<file path="src/rtl/xdma_pkg.sv">
// Shared types for the XDMA write-request scheduler.
//   xdma_req_desc_t    : per-slot write request descriptor
//   xdma_req_idx_t     : request slot index (wide enough for up to 16 slots)
//   xdma_sched_state_e : scheduler state encoding
package xdma_pkg;

    typedef struct packed {
        logic [63:0] remote_addr;
        logic [63:0] local_addr;
        logic [31:0] dma_length;
    } xdma_req_desc_t;

    typedef logic [3:0] xdma_req_idx_t;

    typedef enum logic [1:0] {
        StIdle,
        StBusy,
        StRelease
    } xdma_sched_state_e;

endpackage

</file>
<file path="src/rtl/xdma_rr_picker.sv">
// Combinational round-robin first-one search.
// Scans valid_i starting at rr_ptr_i and wrapping modulo NumReq.
//   valid_i  : pending slot mask
//   rr_ptr_i : slot with highest priority this cycle
//   sel_o    : first pending slot at or after rr_ptr_i (0 when none)
//   any_o    : at least one slot is pending
module xdma_rr_picker #(
    parameter int unsigned NumReq = 4,
    parameter int unsigned IdxW   = $clog2(NumReq)
) (
    input  logic [NumReq-1:0] valid_i,
    input  logic [IdxW-1:0]   rr_ptr_i,
    output logic [IdxW-1:0]   sel_o,
    output logic              any_o
);

    int unsigned     idx;
    logic [IdxW-1:0] cand;

    always_comb begin
        sel_o = '0;
        any_o = 1'b0;
        idx   = 0;
        cand  = '0;
        for (int unsigned i = 0; i < NumReq; i++) begin
            idx = 32'(rr_ptr_i) + i;
            if (idx >= NumReq) begin
                idx = idx - NumReq;
            end
            cand = IdxW'(idx);
            if (!any_o && valid_i[cand]) begin
                any_o = 1'b1;
                sel_o = cand;
            end
        end
    end

endmodule

</file>
<file path="src/rtl/xdma_write_req_scheduler.sv">
// Round-robin scheduler sharing one burst reshaper between NumReq write-request
// slots. A pending slot is granted in IDLE, its descriptor latched and held
// while valid is high (BUSY), and the slot is released for one cycle once the
// write datapath reports completion (RELEASE), after which priority rotates.
//
// Optional feature macro: XDMA_WRITE_SCHED_TIMEOUT_EN adds a BUSY watchdog of
// TimeoutCycles cycles that forces a release and pulses timeout_o.
//
// Ports:
//   clk_i, rst_i            : clock, asynchronous active-high reset
//   req_desc_i / req_valid_i: per-slot descriptors and pending flags
//   req_release_o           : one-hot one-cycle release pulse for the granted slot
//   write_req_desc_o/_idx_o : latched descriptor and granted slot index
//   write_req_desc_valid_o  : descriptor valid towards the reshaper
//   write_req_done_o        : completion forwarded to the reshaper (BUSY only)
//   write_req_done_i        : completion from the write datapath
//   busy_o                  : scheduler not idle
//   timeout_o               : one-cycle watchdog pulse
module xdma_write_req_scheduler
    import xdma_pkg::*;
#(
    parameter int unsigned NumReq        = 4,
    parameter type         xdma_req_desc_t = xdma_pkg::xdma_req_desc_t,
    parameter type         xdma_req_idx_t  = xdma_pkg::xdma_req_idx_t,
    parameter int unsigned TimeoutCycles = 1024
) (
    input  logic           clk_i,
    input  logic           rst_i,
    input  xdma_req_desc_t req_desc_i [NumReq],
    input  logic [NumReq-1:0] req_valid_i,
    output logic [NumReq-1:0] req_release_o,
    output xdma_req_desc_t write_req_desc_o,
    output xdma_req_idx_t  write_req_idx_o,
    output logic           write_req_desc_valid_o,
    output logic           write_req_done_o,
    input  logic           write_req_done_i,
    output logic           busy_o,
    output logic           timeout_o
);

    localparam int unsigned PtrW = $clog2(NumReq);

    xdma_sched_state_e state_q, state_d;
    logic [PtrW-1:0]   rr_ptr_q, rr_ptr_d;
    logic [PtrW-1:0]   sel_q, sel_d;
    xdma_req_desc_t    desc_q, desc_d;

    logic [PtrW-1:0]   pick_sel;
    logic              pick_any;
    logic              timeout_hit;

    xdma_rr_picker #(
        .NumReq (NumReq),
        .IdxW   (PtrW)
    ) u_picker (
        .valid_i  (req_valid_i),
        .rr_ptr_i (rr_ptr_q),
        .sel_o    (pick_sel),
        .any_o    (pick_any)
    );

`ifdef XDMA_WRITE_SCHED_TIMEOUT_EN
    localparam int unsigned CntW = $clog2(TimeoutCycles);

    logic [CntW-1:0] cnt_q, cnt_d;

    // Counter is zero in every non-BUSY state, so it is clear on BUSY entry.
    always_comb begin
        cnt_d       = (state_q == StBusy) ? cnt_q + CntW'(1) : '0;
        // A real done in the same cycle wins over the watchdog.
        timeout_hit = (state_q == StBusy) && !write_req_done_i &&
                      (cnt_q == CntW'(TimeoutCycles - 1));
    end

    always_ff @(posedge clk_i or posedge rst_i) begin
        if (rst_i) begin
            cnt_q <= '0;
        end else begin
            cnt_q <= cnt_d;
        end
    end
`else
    logic unused_timeout_cfg;
    assign unused_timeout_cfg = ^TimeoutCycles;
    assign timeout_hit        = 1'b0;
`endif

    // State register and latched grant.
    always_ff @(posedge clk_i or posedge rst_i) begin
        if (rst_i) begin
            state_q  <= StIdle;
            rr_ptr_q <= '0;
            sel_q    <= '0;
            desc_q   <= '0;
        end else begin
            state_q  <= state_d;
            rr_ptr_q <= rr_ptr_d;
            sel_q    <= sel_d;
            desc_q   <= desc_d;
        end
    end

    // Next-state logic.
    always_comb begin
        state_d = state_q;
        unique case (state_q)
            StIdle:    if (pick_any) state_d = StBusy;
            StBusy:    if (write_req_done_i || timeout_hit) state_d = StRelease;
            StRelease: state_d = StIdle;
            default:   state_d = StIdle;
        endcase
    end

    // Grant latch and priority rotation. The latch is only written on a grant,
    // so the descriptor stays stable throughout BUSY and readable afterwards.
    always_comb begin
        sel_d    = sel_q;
        desc_d   = desc_q;
        rr_ptr_d = rr_ptr_q;
        if (state_q == StIdle && pick_any) begin
            sel_d  = pick_sel;
            desc_d = req_desc_i[pick_sel];
        end
        if (state_q == StRelease) begin
            rr_ptr_d = (sel_q == PtrW'(NumReq - 1)) ? '0 : sel_q + PtrW'(1);
        end
    end

    // Outputs.
    always_comb begin
        write_req_desc_valid_o = (state_q == StBusy);
        write_req_done_o       = write_req_done_i && (state_q == StBusy);
        busy_o                 = (state_q != StIdle);
        timeout_o              = timeout_hit;
        write_req_desc_o       = desc_q;
        write_req_idx_o        = xdma_req_idx_t'(sel_q);
        req_release_o          = '0;
        for (int unsigned i = 0; i < NumReq; i++) begin
            req_release_o[i] = (state_q == StRelease) && (sel_q == PtrW'(i));
        end
    end

endmodule

</file>
<file path="config.mk">
export PLATFORM = sky130hd
export DESIGN_NAME = xdma_write_req_scheduler
export DESIGN_NICKNAME = d
export VERILOG_FILES = /design/src/rtl/xdma_pkg.sv /design/src/rtl/xdma_rr_picker.sv /design/src/rtl/xdma_write_req_scheduler.sv
export SDC_FILE = /design/constraint.sdc
export NUM_CORES = 1
export LEC_CHECK = 0
export CAP_MARGIN = 25
export CORE_AREA = 2 2 316 318
export DETAILED_ROUTE_END_ITERATION = 10
export DIE_AREA = 0 0 318 320
export HOLD_SLACK_MARGIN = 0.06
export SYNTH_ARGS = -nofsm -noshare
export SYNTH_HDL_FRONTEND = slang
export SYNTH_SLANG_ARGS = --single-unit
</file>
<file path="constraint.sdc">
create_clock -name clk_i -period 5.6 [get_ports clk_i]
set_input_delay 1.12 -clock clk_i [delete_from_list [all_inputs] [get_ports clk_i]]
set_output_delay 1.12 -clock clk_i [all_outputs]
set_load 0.02 [all_outputs]
</file>
# == After elaboration in Yosys (flattened, before gate mapping) ==
# Cells that the tools add are included.
# word_totals
reg_bits,166
latch_bits,0
ram_bits,0
rom_bits,0
input_bits,647
output_inout_bits,172
elab_cells,74
n_memories,0
# op_classes
addsub,8
multipliers,0
div_mod_pow,0
order_cmp,9
n_eq_ne,7
n_shift,0
muxes,27
bitwise_logic,1
n_reduce_logical,16
# ops
op,n
$bmux W160 S2,1
$mux W160,2
$mux W2,11
$ge A3 B3 Y1 const B,4
$lt A2 B3 Y1 const B,4
$logic_and A1 B1 Y1,9
$bmux W1 S2,4
$mux W1,8
$sub A2 B1 Y2 const B,4
$add A2 B2 Y3 const B,2
$eq A2 B2 Y1 const B,3
$eq A2 B1 Y1 const B,2
$logic_not A2 Y1,2
$pmux W2 S2,1
$add A2 B1 Y3 const B,1
$ge A2 B3 Y1 const B,1
$logic_not A1 Y1,3
$not A2 Y3,1
$add A2 B1 Y2 const B,1
$ne A2 B1 Y1 const B,1
$ne A2 B2 Y1 const B,1
$reduce_and A2 Y1,1
$reduce_bool A2 Y1,1

# == Longest topological paths before layout ==
# logic_depth
ltp_word,18
ltp_mapped,8

# == Modules after synthesis ==
# Synthesis repeated with hierarchy kept, for this count alone.
# hier_totals
cells_unflattened,584
area_unflattened_um2,10173.5
# by_module_without_submodules
module,n_inst,cells_each,area_per_inst_um2
xdma_write_req_scheduler,1,569,10095.9
xdma_rr_picker,1,15,77.6

# == Worst setup path after synthesis ==
# OpenSTA, ideal clock, no wires.
# synth_path
path_type,in2reg
start,input port req_valid_i[0]
end,"register desc_q, in the netlist write_req_desc_o[20]"
arrival_time_ps,2369
t_required_ps,5458
setup_slack_ps,3088
cell_stages,7
path_buffers,2
cell_sequence,a21o_1 -> a21boi_0 -> o22ai_1 -> nand2_1 -> clkbuf_1 -> clkbuf_1 -> o221ai_1
# synth_via
elab_chain_len,16
elab_cells_between_ends,27
classes_between,19 x mux; 1 x bitwise; 7 x reduce/logical
# synth_rtl
item,line,source
start: declaration,xdma_write_req_scheduler.sv:30,"input logic [NumReq-1:0] req_valid_i,"
$bmux W1 S2,xdma_rr_picker.sv:31,if (!any_o && valid_i[cand]) begin
$mux W1 (not written as such),xdma_rr_picker.sv:31,
$mux W1,xdma_rr_picker.sv:31,
$logic_not A1 Y1,xdma_rr_picker.sv:31,
$logic_and A1 B1 Y1,xdma_rr_picker.sv:31,
$mux W1,xdma_rr_picker.sv:31,
$logic_not A1 Y1,xdma_rr_picker.sv:31,
$logic_and A1 B1 Y1,xdma_rr_picker.sv:31,
$mux W1,xdma_rr_picker.sv:31,
$logic_not A1 Y1,xdma_rr_picker.sv:31,
$logic_and A1 B1 Y1,xdma_rr_picker.sv:31,
$mux W2,xdma_rr_picker.sv:31,
$not A2 Y3 (not written as such),xdma_write_req_scheduler.sv:122,desc_d = req_desc_i[pick_sel];
$bmux W160 S2,xdma_write_req_scheduler.sv:122,
$mux W160 (not written as such) (2 in series),xdma_write_req_scheduler.sv:122,
end signal: assignment,xdma_write_req_scheduler.sv:99,desc_q <= desc_d;
end: declaration,xdma_write_req_scheduler.sv:46,"xdma_req_desc_t desc_q, desc_d;"
# Parallel ways exist; a longest one is shown, timed or not. The select of a mux whose other input is x is not followed.
# A chain may end at the register's enable or synchronous reset.

# == Worst setup path after layout ==
# layout_path
start,input port req_valid_i[0]
end,"register desc_q, in the netlist write_req_desc_o[71]"
# Same word-level chain as after synthesis.

==> results.tsv <==
stage	metric	value	unit
routing	drt total wl	69.72	mm
synthesis	synth unique cells	24	
worst_setup_path	CP Capture Type	flip-flop	
global_route	gr usage total	13.31	%
power_and_ir_drop	clock share of power	13.9	%
worst_setup_path	Critical Path RT	5.96	ns
place	port buffer count	815	
power_and_ir_drop	P_leak	8.546	nW
global_route	grt ovf	0	
worst_setup_path	Crit path arrival time	3.86	ns
routing	via/cell ratio	3.699	
floorplanning	DIE AREA	101800	sq um
timing	fin crit share	62.41	%
power_and_ir_drop	share of power burned in registers	23.1	%
global_route	initial antenna violation count	13	
global_route	first-pass GRT wire length	94.52	mm
flow_run	max_cap viols	0	
floorplanning	Die H	320	um
timing	Tmin final	3.495	ns
timing	unrepaired setup endpoints after global routing	false	
power_and_ir_drop	Comb pwr share	62.9	%
power_and_ir_drop	Net Sw Power	4.427	mW
clock_network	clk sinks	166	
timing	Final Hold Vio Count	0	
routing	drt pass-1 iters	5	
timing	setup tns final	0	ns
clock_network	H-tree Lvls	4	
floorplanning	Rows	115	
power_and_ir_drop	pwr dens	469.1	nW/um^2
timing	worst-margin pin slew	0.7882	ns
clock_network	Root Driver	clkbuf_16	
timing	final setup violation count	0	
routing	DRC marker count from the first detailed-route iteration	545	
power_and_ir_drop	maximum vdd ir drop	0.3137	mV
routing	# DRC	0	
synthesis	top-area cell type share of the netlist area	41.03	%
clock_network	hold_buf cts	0	
timing	hold_ws	0.4846	ns
floorplanning	Core ar.	97990	sq um
synthesis	synth top area cells	dfrtp_1, mux2i_1, o221ai_1	
worst_setup_path	startpoint class of the critical path	input port	
worst_setup_path	Setup CP Type	input port to flip-flop	
place	DP HPWL	58.17	mm
routing	DR WL/cell	23.13	um
global_route	vias in the first global route	11890	
timing	Fmax	286.1	MHz
timing	Setup Skew	0.01278	ns
power_and_ir_drop	fraction of power spent switching nets	46.26	%
floorplanning	die width	318	um
synthesis	synthesized area per cell	10.76	sq um
power_and_ir_drop	P_int	5.142	mW
routing	post-route ant nets	0	
synthesis	Cells after Synth	941	
finish	fraction of layout cells with a size suffix above 1	3.768	%
global_route	largest net degree at the start of global routing	88	
finish	nets@finish	2363	
timing	slew margin rel.	47.45	%
place	routability cong.	0.8689	
clock_network	clk buf depth	2	
synthesis	register area share after synthesis	41.03	%
clock_network	CTS Buf Count	17	
synthesis	dominant cell type by area after synthesis	dfrtp_1	
synthesis	number of synthesis warnings	0	
run_status	status	finished clean	
finish	synth-to-layout area growth	101.5	%
min_path	Worst Hold Class	flip-flop to flip-flop	
timing	fin. max-slew vios	0	
clock_network	Post-CTS Setup Bufs	0	
clock_network	Skew-Pair Late Insertion Delay	0.50	ns
worst_setup_path	peak fanout along the critical path	58	
floorplanning	Initial Util	10.33	%
synthesis	Mapped Area	10120	sq um
clock_network	CTS tree	done	
clock_network	clk slew on worst S/H paths	0.08	ns
routing	DR vias	11150	
floorplanning	I/O pins	819	
clock_network	PostCTS Resize Cnt	0	
synthesis	#FFs+latches synth	166	
-- through the flow --
stage	area, sq um	util (%)	setup WS [ns]	cells	power, mW
2_1_floorplan	10130	-	2.367	943	5.221
3_3_place_gp	19770	20.18	1.532	2980	8.349
3_5_place_dp	19770	20.18	1.488	2980	8.370
4_1_cts	20390	20.81	1.991	3012	9.810
5_1_grt	20400	20.81	1.943	3013	10.13
6_report	20400	20.82	2.105	3014	9.569
-- final timing paths --
kind	depth (start not counted)	slack [ns]	endpoint	start
hold / removal	2	0.48	write_req_desc_o[26]	write_req_desc_o[26]
max in group asynchronous	3	3.95	write_req_desc_o[90]	rst_i
min in group asynchronous	3	1.06	write_req_desc_o[8]	rst_i
hold reg to reg	2	0.48	write_req_desc_o[26]	write_req_desc_o[26]
setup reg to reg	7	2.89	write_req_desc_o[71]	rr_ptr_q[0]
setup / recovery	8	2.11	write_req_desc_o[71]	req_valid_i[0]
-- flip-flops by register name, summed over array words and instances (netlist names) --
register          cells
sel_q                 2
state_q               2
write_req_desc_o    160
rr_ptr_q              2
-- synth_stat cells --
cell,instances
nor2_1,4
mux2_2,2
buf_2,40
o22ai_1,1
nand2_1,162
ha_1,4
o2111ai_1,1
and2_1,6
nor4_1,1
o221ai_1,161
dfrtp_1,166
inv_1,5
buf_4,3
a21boi_0,1
a21oi_1,1
mux2i_1,320
o21ai_0,4
or2_1,3
buf_6,11
clkbuf_1,38
conb_1,1
nand2b_1,1
a21o_1,1
nor2b_1,4
-- power groups by stage --
stage                     Clock [mW]  Sequential, mW  Combinational [mW]
after CTS                       1.41            2.22                6.18
after detailed placement           0            2.23                6.14
final                           1.33            2.21                6.02
after global placement             0            2.22                6.13
after floorplan                    0            2.82                2.40
after global routing            1.44            2.29                6.40
-- cells in the final DEF (no fill, tap or decap), types with 6 or more instances in the layout --
cell	count
dfrtp_1	166
buf_4	17
clkbuf_16	17
mux2i_1	320
clkdlybuf4s50_1	815
buf_12	10
and2_1	6
nand2_1	161
o221ai_1	160
-- cell families (layout without fill, tap and decap cells) --
kind of cell	Yosys count	after routing	synth area share (%)
mux	322	322	31.86
simple gates	181	181	7.082
compound gates	170	170	14.47
flops	166	166	41.03
buf+inv	97	879	5.018
fa+ha+maj	4	4	0.4944
other cells	1	5	0.03704
-- worst max-delay path, cell delays in order --
cell and delay [ns]:
clkdlybuf4s50_1 0.56, nor2b_1 0.22, a21oi_1 0.11, o221ai_4 0.30
buf_12 0.29, buf_12 0.37, mux2i_1 0.48, o221ai_1 0.19
-- area by class of cell --
class | instances | area, sq um
clock inverters | 12 | 165.2
clock buffers | 20 | 456.7
inverters | 5 | 22.52
well taps | 1287 | 1610
multi-input cells | 680 | 5499
diodes | 2 | 5.005
flip-flops and latches | 166 | 4154
repair buffers | 842 | 8486
fillers | 10800 | 77590
-- metal layers --
layer  global-route usage [%]  part of all wire, %  up-vias
li1                         -                    -     5139
met1                    17.14                   45     5398
met2                    21.71                   47      548
met3                    3.768                  6.2       56
met4                    3.481                  2.0        8
met5                        0                0.077        -
Power figures use the tool's default switching activity.
